--- config.mk ---
export PLATFORM = sky130hd
export DESIGN_NAME = serial_addsub
export DESIGN_NICKNAME = d
export VERILOG_FILES = /design/src/rtl/adder_pkg.sv /design/src/rtl/full_adder.sv /design/src/rtl/ripple_slice.sv /design/src/rtl/serial_addsub.sv
export SDC_FILE = /design/constraint.sdc
export NUM_CORES = 1
export LEC_CHECK = 0
export BUFFER_PORTS_ARGS = -buffer_cell sky130_fd_sc_hd__clkbuf_2
export CELL_PAD_IN_SITES_DETAIL_PLACEMENT = 1
export CELL_PAD_IN_SITES_GLOBAL_PLACEMENT = 1
export CORE_MARGIN = 3
export CORE_UTILIZATION = 45
export CTS_CLUSTER_DIAMETER = 30
export DETAILED_ROUTE_END_ITERATION = 8
export PLACE_DENSITY_LB_ADDON = 0.1
export SLEW_MARGIN = 10
export SYNTH_ARGS = -nofsm -noshare
export SYNTH_HDL_FRONTEND = slang
export SYNTH_SLANG_ARGS = --single-unit
--- constraint.sdc ---
create_clock -name clk -period 3 [get_ports clk]
set_input_delay 0.3 -clock clk [delete_from_list [all_inputs] [get_ports clk]]
set_output_delay 0.3 -clock clk [all_outputs]
set_load 0.01 [all_outputs]
--- src/rtl/adder_pkg.sv ---
// Shared types and parameter helpers for the serial adder/subtractor.
package adder_pkg;

  typedef enum logic [1:0] {
    ST_IDLE = 2'd0,
    ST_RUN  = 2'd1,
    ST_DONE = 2'd2
  } state_e;

  function automatic int unsigned calc_steps(input int unsigned width, input int unsigned bpc);
    return (bpc == 0) ? 1 : width / bpc;
  endfunction

  function automatic int unsigned calc_step_w(input int unsigned steps);
    return (steps > 1) ? $clog2(steps) : 1;
  endfunction

  function automatic bit params_ok(input int unsigned width, input int unsigned bpc);
    return (width >= 2) && (bpc != 0) && (bpc <= width) && ((width % bpc) == 0);
  endfunction

endpackage

--- src/rtl/full_adder.sv ---
// Single-bit full adder cell.
module full_adder (
  input  logic a,
  input  logic b,
  input  logic cin,
  output logic s,
  output logic cout
);

  assign s    = a ^ b ^ cin;
  assign cout = (a & b) | (cin & (a ^ b));

endmodule

--- src/rtl/ripple_slice.sv ---
// BPC-bit ripple-carry slice built from full_adder cells; also exposes the
// carry into its top bit for signed-overflow detection.
module ripple_slice #(
  parameter int unsigned BPC = 1
) (
  input  logic [BPC-1:0] a,
  input  logic [BPC-1:0] b,
  input  logic           cin,
  output logic [BPC-1:0] s,
  output logic           cout,
  output logic           c_top
);

  // Per-bit carry nets keep the chain free of self-referencing vectors.
  for (genvar i = 0; i < BPC; i++) begin : g_bit
    logic ci;
    logic co;
    if (i == 0) begin : g_first
      assign ci = cin;
    end else begin : g_next
      assign ci = g_bit[i-1].co;
    end
    full_adder u_fa (
      .a   (a[i]),
      .b   (b[i]),
      .cin (ci),
      .s   (s[i]),
      .cout(co)
    );
  end

  assign cout  = g_bit[BPC-1].co;
  assign c_top = g_bit[BPC-1].ci;

endmodule

--- src/rtl/serial_addsub.sv ---
// Multi-cycle adder/subtractor: one BPC-bit digit slice per clock through a
// ripple slice, with valid/ready handshakes on input and output.
module serial_addsub
  import adder_pkg::*;
#(
  parameter int unsigned WIDTH = 8,
  parameter int unsigned BPC   = 1
) (
  input  logic             clk,
  input  logic             rst_n,
  input  logic             in_valid,
  output logic             in_ready,
  input  logic [WIDTH-1:0] a,
  input  logic [WIDTH-1:0] b,
  input  logic             sub,
  output logic             out_valid,
  input  logic             out_ready,
  output logic [WIDTH-1:0] sum,
  output logic             cout,
  output logic             ovf
);

  localparam int unsigned STEPS  = calc_steps(WIDTH, BPC);
  localparam int unsigned STEP_W = calc_step_w(STEPS);
  localparam logic [STEP_W-1:0] LAST_STEP = STEP_W'(STEPS - 1);

  if (!params_ok(WIDTH, BPC)) begin : g_bad_params
    $error("serial_addsub: WIDTH must be >= 2 and a multiple of BPC");
  end

  state_e            state_q, state_d;
  logic              in_ready_q, in_ready_d;
  logic              out_valid_q, out_valid_d;
  logic [WIDTH-1:0]  opa_q, opa_d;
  logic [WIDTH-1:0]  opb_q, opb_d;
  logic [WIDTH-1:0]  acc_q, acc_d;
  logic [WIDTH-1:0]  sum_q, sum_d;
  logic              carry_q, carry_d;
  logic              cout_q, cout_d;
  logic              ovf_q, ovf_d;
  logic [STEP_W-1:0] step_q, step_d;

  logic [BPC-1:0]    slice_sum_c;
  logic              slice_cout_c;
  logic              slice_ctop_c;
  logic              accept_c;
  logic              last_step_c;

  assign accept_c    = in_valid && in_ready_q;
  assign last_step_c = (step_q == LAST_STEP);

  ripple_slice #(.BPC(BPC)) u_slice (
    .a    (opa_q[BPC-1:0]),
    .b    (opb_q[BPC-1:0]),
    .cin  (carry_q),
    .s    (slice_sum_c),
    .cout (slice_cout_c),
    .c_top(slice_ctop_c)
  );

  // State register with registered handshake outputs.
  always_ff @(posedge clk or negedge rst_n) begin
    if (!rst_n) begin
      state_q     <= ST_IDLE;
      in_ready_q  <= 1'b1;
      out_valid_q <= 1'b0;
    end else begin
      state_q     <= state_d;
      in_ready_q  <= in_ready_d;
      out_valid_q <= out_valid_d;
    end
  end

  // Next-state logic.
  always_comb begin
    state_d = state_q;
    case (state_q)
      ST_IDLE: if (accept_c)    state_d = ST_RUN;
      ST_RUN:  if (last_step_c) state_d = ST_DONE;
      ST_DONE: if (out_ready)   state_d = ST_IDLE;
      default:                  state_d = ST_IDLE;
    endcase
  end

  // Handshake outputs follow the state being entered.
  always_comb begin
    in_ready_d  = 1'b0;
    out_valid_d = 1'b0;
    if (state_d == ST_IDLE) in_ready_d  = 1'b1;
    if (state_d == ST_DONE) out_valid_d = 1'b1;
  end

  // Datapath: operand capture, per-step shift, result load on the last step.
  always_comb begin
    opa_d   = opa_q;
    opb_d   = opb_q;
    acc_d   = acc_q;
    sum_d   = sum_q;
    carry_d = carry_q;
    cout_d  = cout_q;
    ovf_d   = ovf_q;
    step_d  = step_q;
    case (state_q)
      ST_IDLE: begin
        if (accept_c) begin
          opa_d   = a;
          opb_d   = sub ? ~b : b;
          carry_d = sub;
          step_d  = '0;
        end
      end
      ST_RUN: begin
        opa_d   = opa_q >> BPC;
        opb_d   = opb_q >> BPC;
        acc_d   = WIDTH'({slice_sum_c, acc_q} >> BPC);
        carry_d = slice_cout_c;
        step_d  = step_q + STEP_W'(1);
        if (last_step_c) begin
          sum_d  = WIDTH'({slice_sum_c, acc_q} >> BPC);
          cout_d = slice_cout_c;
          ovf_d  = slice_ctop_c ^ slice_cout_c;
          step_d = '0;
        end
      end
      default: ;
    endcase
  end

  always_ff @(posedge clk or negedge rst_n) begin
    if (!rst_n) begin
      opa_q   <= '0;
      opb_q   <= '0;
      acc_q   <= '0;
      sum_q   <= '0;
      carry_q <= 1'b0;
      cout_q  <= 1'b0;
      ovf_q   <= 1'b0;
      step_q  <= '0;
    end else begin
      opa_q   <= opa_d;
      opb_q   <= opb_d;
      acc_q   <= acc_d;
      sum_q   <= sum_d;
      carry_q <= carry_d;
      cout_q  <= cout_d;
      ovf_q   <= ovf_d;
      step_q  <= step_d;
    end
  end

  assign in_ready  = in_ready_q;
  assign out_valid = out_valid_q;
  assign sum       = sum_q;
  assign cout      = cout_q;
  assign ovf       = ovf_q;

endmodule

After elaboration in Yosys (flattened, before gate mapping)
Cells that the tools add are included.

Flip-flop bits (word level): 42. Output and inout bits: 12.

$add $sub $neg: 1. Eq/ne operators: 5. Muxes and demuxes: 16. Bitwise logic cells: 7. Reduce and logical (&&, ||, !) cells: 6.

Operators with widths (count): $pmux W8 S2 (2); $mux W8 (3); $not A8 Y8 (1); $mux W2 (3); $mux W3 (2); $pmux W2 S3 (1); $pmux W3 S2 (1); $eq A2 B2 Y1 const B (2); $logic_not A2 Y1 (2); $reduce_and A2 Y1 (2); $add A3 B1 Y3 const B (1); $eq A3 B3 Y1 const B (1); $mux W1 (3); $xor A1 B1 Y1 (3); $and A1 B1 Y1 (2); $eq A2 B1 Y1 const B (1); $ne A2 B2 Y1 const B (1); $pmux W1 S2 (1); $reduce_bool A2 Y1 (1); $logic_and A1 B1 Y1 (1); $or A1 B1 Y1 (1).

Depth between registers and ports, before layout
Gate-level depths: netlist of run 1.

Depth after elaboration: 5. Depth in mapped cells: 6. Depth with buffers taken out: 5.

Cells and area by module
Synthesis of run 1 repeated with hierarchy kept, for this count alone.

Cells, all modules: 163. Area, all modules: 1762.9 µm².

By module, submodules not included: serial_addsub (instances 1, cells an instance 161, area each 1735.4 µm², sequential area each 1027.2 µm²); full_adder (instances 1, cells an instance 1, area each 20.0 µm², sequential area each 0.0 µm²); ripple_slice (instances 1, cells an instance 1, area each 7.5 µm², sequential area each 0.0 µm²).

Worst setup path before layout of run 1
No wires, ideal clock.

Kind: register -> register. Start: register step_q[0]. End: register cout_q (netlist: cout). Arrival: 1.453 ns. Data required time: 2.875 ns. Path slack: 1.422 ns. Stages on the path, launching flop included: 6. Cell sequence: dfrtp_1 -> ha_1 -> ha_1 -> nand3b_1 -> buf_2 -> mux2_2.

Word-level cells in the longest chain between the ends: 2.

RTL lines: start: declaration (line serial_addsub.sv:41) `logic [STEP_W-1:0] step_q, step_d;`; start signal: assignment (line serial_addsub.sv:147) `step_q <= step_d;`; $eq A3 B3 Y1 (line serial_addsub.sv:50) `assign last_step_c = (step_q == LAST_STEP);`; $reduce_and A2 Y1 (no line); end signal: assignment (line serial_addsub.sv:145) `cout_q <= cout_d;`; end: declaration (line serial_addsub.sv:39) `logic cout_q, cout_d;`.

No other way between the ends. A chain may end at the register's enable or synchronous reset.

Worst setup path in the final report of run 1
Start: register state_q[0]. End: register sum_q[5] (netlist: sum[5]).

Word-level cells in the longest chain between the ends: 2.

RTL lines: start: declaration (line serial_addsub.sv:31) `state_e state_q, state_d;`; start signal: assignment (line serial_addsub.sv:68) `state_q <= state_d;`; $eq A2 B1 Y1 (line serial_addsub.sv:103) `case (state_q)`; $reduce_and A2 Y1 (no line); end signal: assignment (line serial_addsub.sv:143) `sum_q <= sum_d;`; end: declaration (line serial_addsub.sv:37) `logic [WIDTH-1:0] sum_q, sum_d;`.

No other way between the ends.

==> impl_metrics.py, run 1 <==
metrics = {
    "status": {
        "status": "finished clean",
    },
    "timing": {
        "fin_skew_ns": 0.005966,
        "clock.fmax_ghz": 0.5149,
        "post-route-min-period_ns": 1.942,
        "hold_viol_final": 0,
        "rsz0062_at_grt": "no",
        "relSlewSlack": 0.3256,
        "drv_slew": 0,
        "tns_ns": 0,
        "tightest_slew_ns": 1.012,
        "setup_violations": 0,
        "fin_crit_sh": 0.6474,
    },
    "synthesis": {
        "syn_area_per_cell_um2": 11.96,
        "yosysSeqAreaShare": 0.5616,
        "syn_inst": 153,
        "synth_area_leaders": "dfrtp_1 55%, mux2_2 10%, xnor2_1 4.3%",
        "netlist_area_um2": 1829,
        "yosysTopAreaCellShare": 0.5472,
        "synth_top_flop_cell": "dfrtp_1",
        "synth.distinct_cells": 23,
        "synth_fp_nets": 177,
        "yosysTopAreaCell": "dfrtp_1",
        "synth-edff-count": 0,
        "yosysWarnings": 0,
        "synth_seq_cells": 41,
        "async_flop_share": 1.000,
    },
    "grt": {
        "track_usage": 0.1678,
        "grt_max_degree": 42,
        "grt_pass1_wl_mm": 6.506,
        "grt.overflow.total": 0,
        "grt_pass1_vias": 1366,
        "antenna_found_initial": 0,
    },
    "cts": {
        "clock_latency_ns": 0.29,
        "h-tree-depth": 2,
        "clockBufferDepth": 2,
        "cts_tree": "yes",
        "hold_buffers": 0,
        "cts_buffers": 5,
        "cts_setup_buffers": 0,
        "clock_sinks": 41,
        "root_buffer": "clkbuf_8",
        "post_cts_resized": 0,
        "clk_transition_reported_paths_ns": 0.08,
    },
    "power": {
        "worst_ir_drop_vdd_uv": 441.3,
        "p_leak_nw": 1.002,
        "power_density_nw_per_um2": 1097,
    },
    "die": {
        "rows": 22,
        "initial_core_util": 0.4816,
        "ios": 33,
        "core_region_area_um2": 3799,
        "die-area_um2": 4866,
        "die_width_um": 69.76,
        "die_h_um": 69.76,
    },
    "worst_setup_path": {
        "cp_max_fo": 25,
        "crit_start": "state_q[0]",
        "cp-start-kind": "flip-flop",
        "r2r_slack_ns": 1.06,
        "timing.rr.start": "state_q[0]",
        "rr_worst_depth": 2,
        "crit_path_end_kind": "flip-flop",
        "cp.arrival_ns": 2.12,
        "endpoint": "sum[5]",
        "rr_endpoint": "sum[5]",
        "crit_type": "flip-flop to flip-flop",
        "worstPathRequired_ns": 3.17,
    },
    "placed_design": {
        "globalplace.congestion": 0.7383,
        "port_buffers": 32,
        "dpl-instance-area_um2": 2017,
        "hpwlAfterDp_mm": 2.614,
        "placedCellCount": 224,
    },
    "finish": {
        "antenna_cells": 0,
        "instances_no_fill": 232,
        "nFillCells": 407,
        "final_area_um2": 2151,
        "finalNetCount": 207,
        "area_delta_synth_final_pct": 17.58,
        "drive_gt1_frac": 0.3261,
    },
    "routing": {
        "wirelength_mm": 3.768,
        "route.detailed.drc": 0,
        "drt-initial-drc-count": 33,
        "vias": 1275,
        "postRouteAntennaNets": 0,
        "routedWlPerCell_um": 16.24,
        "first_pass_iters": 3,
        "viasPerCell": 5.496,
    },
    "run": {
        "maxCapViolations": 0,
    },
    "worst_hold_path": {
        "hold_class": "input pin to async pin",
    },
}
worst min-delay path by stage:
stage | from | to | slack [ns]
after global routing | rst_n | sum[7] | 0.24
after detailed placement | opb_q[7] | opb_q[7] | 0.49
final | rst_n | ovf | 0.17
after floorplan | rst_n | acc_q[1] | 0.004
after CTS | rst_n | sum[4] | 0.20
after global placement | ovf | ovf | 0.46
cells by family after synthesis:
logic type / synth area share
AOI/OAI and AO/OA: 0.1354
xor gates and xnor gates: 0.04309
adders and majority gates: 0.02462
buffers and inverters: 0.02599
DFF: 0.5616
muxes: 0.1046
and+or+nand+nor: 0.1047
metal layers:
| layer | part of all wire | routed length [µm] | vias up | GRT usage |
|---|---|---|---|---|
| met5 | 0 | 0 | - | 0 |
| met4 | 0.019 | 70 | 0 | 0.07021 |
| met3 | 0.038 | 143 | 6 | 0.04058 |
| met2 | 0.51 | 1913 | 25 | 0.2733 |
| met1 | 0.44 | 1640 | 645 | 0.2136 |
| li1 | - | - | 599 | - |
critical path, cell delays in order, from the launching register on:
cell	delay [ns]
dfrtp_1	0.77
nand3b_1	0.60
mux2_2	0.46
synthesized netlist by cell type, drive strengths merged (2+ instances only):
cell type and n:
xnor2 9, dfrtp 40, nand2 6, o21ai 3, buf 5, a221o 7
clkbuf 6, nor2 19, a21oi 10, ha 2, nor2b 9, mux2 17
o22a 8, a22o 3
per-stage QoR:
step / hold slack, ns / total power [W] / utilization / setup slack, ns
after floorplan: 0.004409 / 0.001594 / - / 1.422
after global placement: 0.4640 / 0.001793 / 0.5310 / 1.118
after detailed placement: 0.4890 / 0.001869 / 0.5310 / 1.046
after CTS: 0.2007 / 0.002399 / 0.5662 / 1.019
after global routing: 0.2444 / 0.002542 / 0.5662 / 0.8707
final: 0.1706 / 0.002360 / 0.5662 / 1.058
sequential cells by signal, indices dropped and copies added (netlist names):
name and count:
carry_q 1, acc_q 7, opa_q 8, in_ready 1, cout 1, state_q 2
sum 8, step_q 3, ovf 1, out_valid 1, opb_q 8
where the power goes:
group	switching (W)	internal, W	total [W]	leakage [nW]
logic	0.000404	0.000454	0.000858	0.430
registers	0.000182	0.000800	0.000982	0.504
clock network	0.000189	0.000330	0.000519	0.0681
total	0.000775	0.00158	0.00236	1.00
cell usage in the layout (no fill, tap or decap), types with 3 or more instances in the layout:
master    netlist  routed
o22a_1          8       8
nand2_1         6       6
xnor2_1         9       9
clkbuf_2        0      32
clkbuf_8        0       5
a22o_1          3       3
a221o_1         7       7
nor2_1         19      19
a21oi_1        10      10
mux2_2         17      17
o21ai_0         3       3
dfrtp_1        40      40
nor2b_1         9       9
final cells by class:
| type | count | area, µm² | area share |
|---|---|---|---|
| timing repair buffer | 34 | 175.2 | 0.08144 |
| multi-input combinational | 101 | 754.5 | 0.3508 |
| clock buffer | 5 | 68.82 | 0.03200 |
| clock inverter | 3 | 65.06 | 0.03025 |
| sequential | 41 | 1027 | 0.4776 |
| tap | 48 | 60.06 | 0.02792 |
Note: power is estimated with default switching activity, not from simulation.
==> inputs of run 2 (changes only) <==
--- a/config.mk
+++ b/config.mk
@@ -9,7 +9,7 @@
 export CELL_PAD_IN_SITES_DETAIL_PLACEMENT = 1
 export CELL_PAD_IN_SITES_GLOBAL_PLACEMENT = 1
 export CORE_MARGIN = 3
-export CORE_UTILIZATION = 45
+export CORE_UTILIZATION = 43
 export CTS_CLUSTER_DIAMETER = 30
 export DETAILED_ROUTE_END_ITERATION = 8
 export PLACE_DENSITY_LB_ADDON = 0.1
==> constraint.sdc (replaced) <==
create_clock -name clk -period 1.8 [get_ports clk]
set_input_delay 0.18 -clock clk [delete_from_list [all_inputs] [get_ports clk]]
set_output_delay 0.18 -clock clk [all_outputs]
set_load 0.01 [all_outputs]
==> run 2 against run 1 <==
Net effect:
- highest routed layer unchanged
- final area grew 1.9%
- clock-buffer cell count is the same
- core utilization shrank 2.6 points
- global-route usage grew 0.39 points
- die area grew 4.3%
- worst setup slack lost 0.89 ns
- cell count grew 3.4%
- wire length grew 3.6%
- clock skew grew 0.0017 ns
- critical path type unchanged
==> impl_metrics.py, run 2 (synthesis gave the netlist of run 1 again) <==
metrics = {
    "worst_setup_path": {
        "cp.depth": 5,
        "worstPathCellList": "ha_1, ha_1, nand3b_1, buf_4, mux2_2",
        "crit_path_end_kind": "flip-flop",
        "slowest_delay_ns": 0.40,
        "slowest_stage": "dfrtp_1",
        "cp_max_fo": 13,
        "rr_endpoint": "sum[1]",
        "cp.arrival_ns": 1.80,
        "r2r_slack_ns": 0.17,
        "timing.rr.start": "step_q[0]",
        "crit_type": "flip-flop to flip-flop",
        "rr_worst_depth": 5,
        "cp-start-kind": "flip-flop",
        "path_buf_inv": 1,
        "worstPathRequired_ns": 1.97,
        "cpMostUsedCell": "ha_1",
        "endpoint": "sum[1]",
        "crit_start": "step_q[0]",
        "critPathTopFamily": "adder cells",
    },
    "cts": {
        "cts_buffers": 5,
        "clock_sinks": 41,
        "clock_latency_ns": 0.29,
        "post_cts_resized": 0,
        "h-tree-depth": 2,
        "cts_tree": "yes",
        "clockBufferDepth": 2,
        "clk_transition_reported_paths_ns": 0.08,
        "root_buffer": "clkbuf_8",
    },
    "timing": {
        "relSlewSlack": 0.6490,
        "setup_violations": 0,
        "post-route-min-period_ns": 1.631,
        "hold_viol_final": 0,
        "tns_ns": 0,
        "clock.fmax_ghz": 0.6130,
        "tightest_slew_ns": 0.5265,
        "fin_crit_sh": 0.9063,
        "fin_skew_ns": 0.007677,
        "fin_ws_ns": 0.1687,
        "drv_slew": 0,
        "hold_ws_ns": 0.1730,
        "rsz0062_at_grt": "no",
    },
    "die": {
        "initial_core_util": 0.4508,
        "rows": 23,
        "die-area_um2": 5073,
        "core_region_area_um2": 4058,
        "die_width_um": 71.23,
        "ios": 33,
        "die_h_um": 71.23,
    },
    "placed_design": {
        "hpwlAfterDp_mm": 2.896,
        "globalplace.congestion": 0.7422,
        "port_buffers": 32,
        "place_ws_ns": 0.1767,
    },
    "finish": {
        "area_delta_synth_final_pct": 19.77,
        "drive_gt1_frac": 0.3421,
        "layout_common_cells": "40 x dfrtp_1, 32 x clkbuf_2, 19 x nor2_1, 17 x mux2_2, 10 x a21oi_1",
        "layout_commonest_cell": "dfrtp_1",
        "antenna_cells": 0,
        "finalNetCount": 214,
    },
    "grt": {
        "grt.overflow.total": 0,
        "grt_max_degree": 24,
        "grt_pass1_wl_mm": 6.920,
        "antenna_found_initial": 0,
        "grt_pass1_vias": 1450,
        "track_usage": 0.1717,
    },
    "status": {
        "status": "finished clean",
    },
    "routing": {
        "route.detailed.drc": 0,
        "drt-initial-drc-count": 39,
        "wirelength_mm": 3.905,
        "vias": 1304,
        "viasPerCell": 5.433,
        "first_pass_iters": 4,
        "routedWlPerCell_um": 16.27,
        "postRouteAntennaNets": 0,
    },
    "worst_hold_path": {
        "whs_path_depth": 3,
        "hp-start": "out_ready",
        "hold_class": "input pin to flip-flop",
    },
    "run": {
        "maxCapViolations": 0,
    },
    "power": {
        "p_leak_nw": 1.024,
        "worst_ir_drop_vdd_uv": 682.4,
        "power_density_nw_per_um2": 1763,
    },
}
-- run 2: changes by cell type in the layout (fill, tap and decap cells not counted), sizes merged --
cell | before | now
dlygate4sd3 | 0 | 1
bufinv | 2 | 1
buf | 2 | 8
-- run 2: timing repair --
item	4_1_cts	5_1_grt
hold buffers	1	0
endpoints found under the hold margin	17	0
buffers inserted	0	0
-- run 2: area by class of cell --
class	count	area, µm²
fill	442	1867
sequential	41	1027
multi-input combinational	101	754.5
timing repair buffer	41	242.7
clock buffer	5	68.82
tap	50	62.56
clock inverter	2	35.03
-- run 2: through the flow --
stage	cell area, µm²	util	total power (W)	cells
4_1_cts	2191	0.5399	0.003919	240
6_report	2191	0.5399	0.003862	240
3_3_place_gp	2077	0.5119	0.003064	232
5_1_grt	2191	0.5399	0.004169	240
3_5_place_dp	2077	0.5119	0.003196	232
2_1_floorplan	1829	-	0.002656	153
-- run 2: worst min-delay path by stage --
| stage | endpoint | slack [ns] |
|---|---|---|
| after detailed placement | cout | 0.18 |
| after floorplan | acc_q[1] | -0.12 |
| final | in_ready | 0.17 |
| after global placement | out_valid | 0.17 |
| after global routing | in_ready | 0.21 |
| after CTS | in_ready | 0.17 |
-- run 2: where the power goes --
part	switching, W	leakage [nW]	total [W]	internal [W]
registers	0.000275	0.504	0.00161	0.00134
clock network	0.000305	0.0540	0.000708	0.000403
logic	0.000718	0.466	0.00154	0.000826
total	0.00130	1.02	0.00386	0.00256
-- run 2: worst reg2reg max path, delay by kind of cell, from the launching register on --
kind | cells | cell delay [ns]
adders and majority gates | 2 | 0.43
DFF | 1 | 0.40
muxes | 1 | 0.36
and+or+nand+nor | 1 | 0.12
buffers and inverters | 1 | 0.22
-- run 2: routing by layer --
metal  up-vias  share of wire  GRT usage
met5         -              0          0
met2        29           0.52     0.2918
met1       660           0.43     0.2130
li1        611              -          -
met4         0          0.011    0.04802
met3         4          0.043    0.05049
